<file path="src/rtl/accum_xcel_engine.sv">
// accum_xcel_engine: array-accumulate accelerator (controller + datapath).
// On go it streams `size` 32-bit words starting at `base_addr` through an
// in-order val/rdy read port, keeps up to p_max_outst reads in flight, sums
// the responses and hands the sum out on a val/rdy result port.
//
// Build option: define ACCUM_XCEL_ENGINE_SAT_EN for an unsigned saturating
// accumulator; otherwise the sum wraps modulo 2^p_nbits.
//
// state | meaning
// IDLE  | waiting for go, go_rdy=1
// FETCH | issuing reads and accepting responses
// DRAIN | all reads issued, collecting remaining responses
// DONE  | result_val=1, waiting for result_rdy
module accum_xcel_engine #(
    parameter int p_nbits      = 32,
    parameter int p_addr_nbits = 32,
    parameter int p_size_nbits = 16,
    parameter int p_max_outst  = 2
) (
    input  logic                    clk,
    input  logic                    rst,
    input  logic                    go,
    output logic                    go_rdy,
    input  logic [p_addr_nbits-1:0] base_addr,
    input  logic [p_size_nbits-1:0] size,
    output logic                    memreq_val,
    input  logic                    memreq_rdy,
    output logic [p_addr_nbits-1:0] memreq_addr,
    input  logic                    memresp_val,
    output logic                    memresp_rdy,
    input  logic [p_nbits-1:0]      memresp_data,
    output logic                    result_val,
    input  logic                    result_rdy,
    output logic [p_nbits-1:0]      result_data,
    output logic                    busy
);

    typedef enum logic [1:0] {
        ST_IDLE,
        ST_FETCH,
        ST_DRAIN,
        ST_DONE
    } state_t;

    localparam logic [2:0] MAX_OUTST = 3'(p_max_outst);

    state_t                  state_q;
    logic [p_addr_nbits-1:0] base_q;
    logic [p_size_nbits-1:0] size_q;
    logic [p_size_nbits-1:0] issued_q,   issued_d;
    logic [p_size_nbits-1:0] received_q, received_d;
    logic [2:0]              outst_q,    outst_d;
    logic [p_nbits-1:0]      acc_q,      acc_d;
    logic                    req_fire;
    logic                    resp_fire;

    // Port outputs are decoded purely from registered state and counters.
    always_comb begin
        go_rdy      = (state_q == ST_IDLE);
        busy        = (state_q != ST_IDLE);
        memresp_rdy = (state_q == ST_FETCH) || (state_q == ST_DRAIN);
        result_val  = (state_q == ST_DONE);
        result_data = acc_q;
        memreq_val  = (state_q == ST_FETCH) && (issued_q < size_q) && (outst_q < MAX_OUTST);
        memreq_addr = base_q + (p_addr_nbits'(issued_q) << 2);
    end

    // Next values of the counters and accumulator for this cycle's handshakes.
    always_comb begin
        req_fire   = memreq_val & memreq_rdy;
        resp_fire  = memresp_val & memresp_rdy;
        issued_d   = issued_q + p_size_nbits'(req_fire);
        received_d = received_q + p_size_nbits'(resp_fire);
        outst_d    = outst_q;
        case ({req_fire, resp_fire})
            2'b10:   outst_d = outst_q + 3'd1;
            2'b01:   outst_d = outst_q - 3'd1;
            default: outst_d = outst_q;
        endcase
        acc_d = acc_q;
        if (resp_fire) begin
`ifdef ACCUM_XCEL_ENGINE_SAT_EN
            // Unsigned saturation: once at all-ones any further add carries out again.
            logic [p_nbits:0] sum_ext;
            sum_ext = {1'b0, acc_q} + {1'b0, memresp_data};
            acc_d   = sum_ext[p_nbits] ? {p_nbits{1'b1}} : sum_ext[p_nbits-1:0];
`else
            acc_d = acc_q + memresp_data;
`endif
        end
    end

    // Controller FSM with job registers and counters.
    always_ff @(posedge clk or posedge rst) begin
        if (rst) begin
            state_q    <= ST_IDLE;
            base_q     <= '0;
            size_q     <= '0;
            issued_q   <= '0;
            received_q <= '0;
            outst_q    <= '0;
            acc_q      <= '0;
        end else begin
            case (state_q)
                ST_IDLE: begin
                    if (go) begin
                        base_q     <= base_addr;
                        size_q     <= size;
                        issued_q   <= '0;
                        received_q <= '0;
                        outst_q    <= '0;
                        acc_q      <= '0;
                        state_q    <= ST_FETCH;
                    end
                end
                // An empty job (size 0) spends one cycle here with no requests and
                // then leaves for DONE, keeping go-to-result at size+2 cycles.
                ST_FETCH, ST_DRAIN: begin
                    issued_q   <= issued_d;
                    received_q <= received_d;
                    outst_q    <= outst_d;
                    acc_q      <= acc_d;
                    if (received_d == size_q) begin
                        state_q <= ST_DONE;
                    end else if (issued_d == size_q) begin
                        state_q <= ST_DRAIN;
                    end
                end
                ST_DONE: begin
                    if (result_rdy) begin
                        state_q <= ST_IDLE;
                    end
                end
                default: state_q <= ST_IDLE;
            endcase
        end
    end

endmodule

</file>
<file path="config.mk">
export PLATFORM = sky130hd
export DESIGN_NAME = accum_xcel_engine
export DESIGN_NICKNAME = d
export VERILOG_FILES = /design/src/rtl/accum_xcel_engine.sv
export SDC_FILE = /design/constraint.sdc
export NUM_CORES = 1
export LEC_CHECK = 0
export CAP_MARGIN = 10
export CORE_MARGIN = 5
export CORE_UTILIZATION = 29
export CTS_CLUSTER_SIZE = 40
export DETAILED_ROUTE_END_ITERATION = 10
export GPL_ROUTABILITY_DRIVEN = 0
export PLACE_DENSITY = 0.51
export SETUP_SLACK_MARGIN = 0.4
export SYNTH_ARGS = -nofsm -noshare
export SYNTH_HDL_FRONTEND = slang
export SYNTH_SLANG_ARGS = --single-unit
</file>
<file path="constraint.sdc">
create_clock -name clk -period 4.35 [get_ports clk]
set_input_delay 1.0875 -clock clk [delete_from_list [all_inputs] [get_ports clk]]
set_output_delay 1.0875 -clock clk [all_outputs]
set_load 0.005 [all_outputs]
</file>
==> qor.yml <==
outcome:
  outcome: "completed"
critical_path:
  cp-endpoint: "memreq_addr[24]"
  reg2reg_depth: 17
  r2r_slack_ns: 0.68
  cp_max_fo: 4
  reg2reg_from: "size_q[13]"
  crit_start: "issued_q[4]"
  criticalPathCategory: "reg -> out"
  crit_path_end_kind: "output pin"
  required_ns: 3.26
  crit_path_start_kind: "flip-flop"
  cp.arrival_ns: 2.95
  r2r-end: "state_q[0]"
logic_synthesis:
  yosysMostFrequentCell: "dfrtp_1"
  yosysSeqAreaShare: 0.3340
  synthTopCellsByArea: "dfrtp_1 (33%), ha_1 (10%), xnor2_1 (6.8%), mux2_2 (6.2%), o21ai_0 (4.9%)"
  ys_types: 72
  avgSynthCellArea_um2: 9.057
  synth-edff-count: 0
  ys_ff_latch: 117
  synth_top_area_cell: "dfrtp_1"
  synth_top_area_frac: 0.3340
  syn_nets: 1127
  syn-cell-area_mm2: 0.008767
  netlist_top_cells_count: "dfrtp_1 (117), nand2_1 (99), o21ai_0 (86)"
  synth_cells: 968
  ys.flop_type: "dfrtp_1"
  synthArstFlopShare: 1.000
  yosysWarnings: 0
clocking:
  insertion_delay_ns: 0.43
  hold_buffers: 0
  htreeDepth: 4
  clock_path_buffers: 2
  cts_buffers: 17
  path_clk_slew_ns: 0.06
  cts_sinks: 117
  cts_tree: "done"
  cts-root-buf: "clkbuf_16"
layout:
  syn_to_final_growth_pct: 37.29
  antenna_cells: 0
  drive_gt1_frac: 0.2005
  fin_nets: 1333
timing:
  setup_tns_ns: 0
  max_freq_mhz: 247.8
  setup_viol: 0
  hold_violations: 0
  rsz0062_at_grt: "yes"
  timing.hold.ws_ns: 0.5082
  fin_crit_ns: 4.036
  tightestPinTransition_ns: 0.9319
  max_slew_margin: 0.3787
  period_share: 0.9277
  slew_violations: 0
  final.setup_skew_ns: 0.01185
die:
  start_util: 0.2950
  die_area_mm2: 0.03381
  die_h_um: 183.9
  io_pins: 155
  num_rows: 63
  core_mm2: 0.02972
  die_width_um: 183.9
drt:
  drc: 0
  wirelength_um: 26760
  dr.pass1.iters: 5
  drtAntennaViolNets: 0
  vias: 7833
  via_per_inst: 4.967
  wl_per_cell_um: 16.97
  drtIter0Drc: 395
grt:
  grt_overflow_total: 0
  grt_pass1_wl_um: 43360
  grt_max_degree: 67
  grt_pass1_vias: 7935
  grt.total_usage: 0.1589
  antenna_found_initial: 3
pwr:
  p_leak_nw: 5.313
  vdd_drop_max_mv: 0.3788
  powerDensity_mw_per_mm2: 614.4
flow_run:
  cap_violations: 0
placement:
  numPortBuffers: 154
  dp_hpwl_um: 19580
min_path:
  hold_path_class: "reg -> reg"
==> critical path, stage by stage, from the launching register on <==
cell and delay, ns:
dfrtp_1 0.40, ha_4 0.25, and2_4 0.16, a22o_1 0.19
o21bai_4 0.18, o211ai_1 0.25, a31oi_1 0.13, o41a_1 0.39
buf_6 0.16, buf_6 0.11, nand3_4 0.07, xnor2_2 0.10
buf_2 0.13
==> layout make-up <==
cell class | count | area, µm²
Clock buffer | 23 | 467.9
Clock inverter | 9 | 102.6
Fill cell | 2964 | 17680
Inverter | 39 | 152.6
Multi-Input combinational cell | 775 | 5839
Sequential cell | 117 | 2929
Tap cell | 390 | 488.0
Timing Repair Buffer | 224 | 2057
==> layer usage <==
metal	vias to the layer above	share of wire	track usage
met5	-	0.0011	0
met4	6	0.0083	0.02869
met3	22	0.069	0.05323
met2	163	0.46	0.2528
met1	3748	0.46	0.2135
li1	3894	-	-
==> worst min-delay path by stage <==
| stage | depth (start not counted) | slack (ns) | to | from |
|---|---|---|---|---|
| floorplan | 1 | 0.47 | received_q[15] | received_q[15] |
| global placement | 1 | 0.49 | base_q[1] | base_q[1] |
| CTS | 1 | 0.51 | received_q[15] | received_q[15] |
| global route | 1 | 0.54 | base_q[12] | base_q[12] |
| finish | 1 | 0.51 | base_q[1] | base_q[1] |
| detailed placement | 1 | 0.50 | received_q[0] | received_q[0] |
==> sequential cells by signal, indices dropped and copies added (netlist names) <==
name / cells
state_q: 2
outst_q: 3
received_q: 16
issued_q: 16
base_q: 32
size_q: 16
result_data: 32
==> placed cells by master (no fill, tap or decap), types with 25 or more instances in the layout <==
master	count
ha_1	63
clkdlybuf4s50_1	132
inv_1	34
nor2_1	54
buf_4	62
xnor2_1	65
a21oi_1	46
nand2_1	98
a21o_1	25
xor2_1	34
dfrtp_1	116
o21ai_0	83
mux2_2	48
==> cells by family (layout without fill, tap and decap cells) <==
kind of cell,after synthesis,after routing,share of synthesized area
AO/OA/AOI/OAI,260,260,0.1897
buffers and inverters,76,295,0.03525
adder cells (fa/ha/maj),73,73,0.1068
flip-flops,117,117,0.3340
AND/OR/NAND/NOR,289,289,0.1670
XOR/XNOR,103,103,0.1029
multiplexers,50,50,0.06451
==> where the power goes <==
group	total (W)	switching (W)	internal, W
combinational	0.00414	0.00208	0.00206
sequential	0.00185	0.000368	0.00148
clock	0.00140	0.000533	0.000869
total	0.00739	0.00298	0.00441
==> metrics by stage <==
stage	worst slack [ns]	total power, W	instance area (µm²)	util	instances
6_report	0.3144	0.007395	12040	0.4050	1577
2_1_floorplan	0.5044	0.004284	8771	-	968
4_1_cts	0.1746	0.007420	11800	0.3970	1562
3_5_place_dp	0.1721	0.005896	11000	0.3701	1519
3_3_place_gp	0.1881	0.005881	11000	0.3701	1519
5_1_grt	0.1652	0.008032	12040	0.4050	1577
==> what timing repair did <==
item	CTS	global route
pin swaps	23	43
hold endpoints to repair	0	0
endpoints found under the setup margin	23	23
resized for setup	70	56
buffers inserted	11	15
Power figures use the tool's default switching activity.
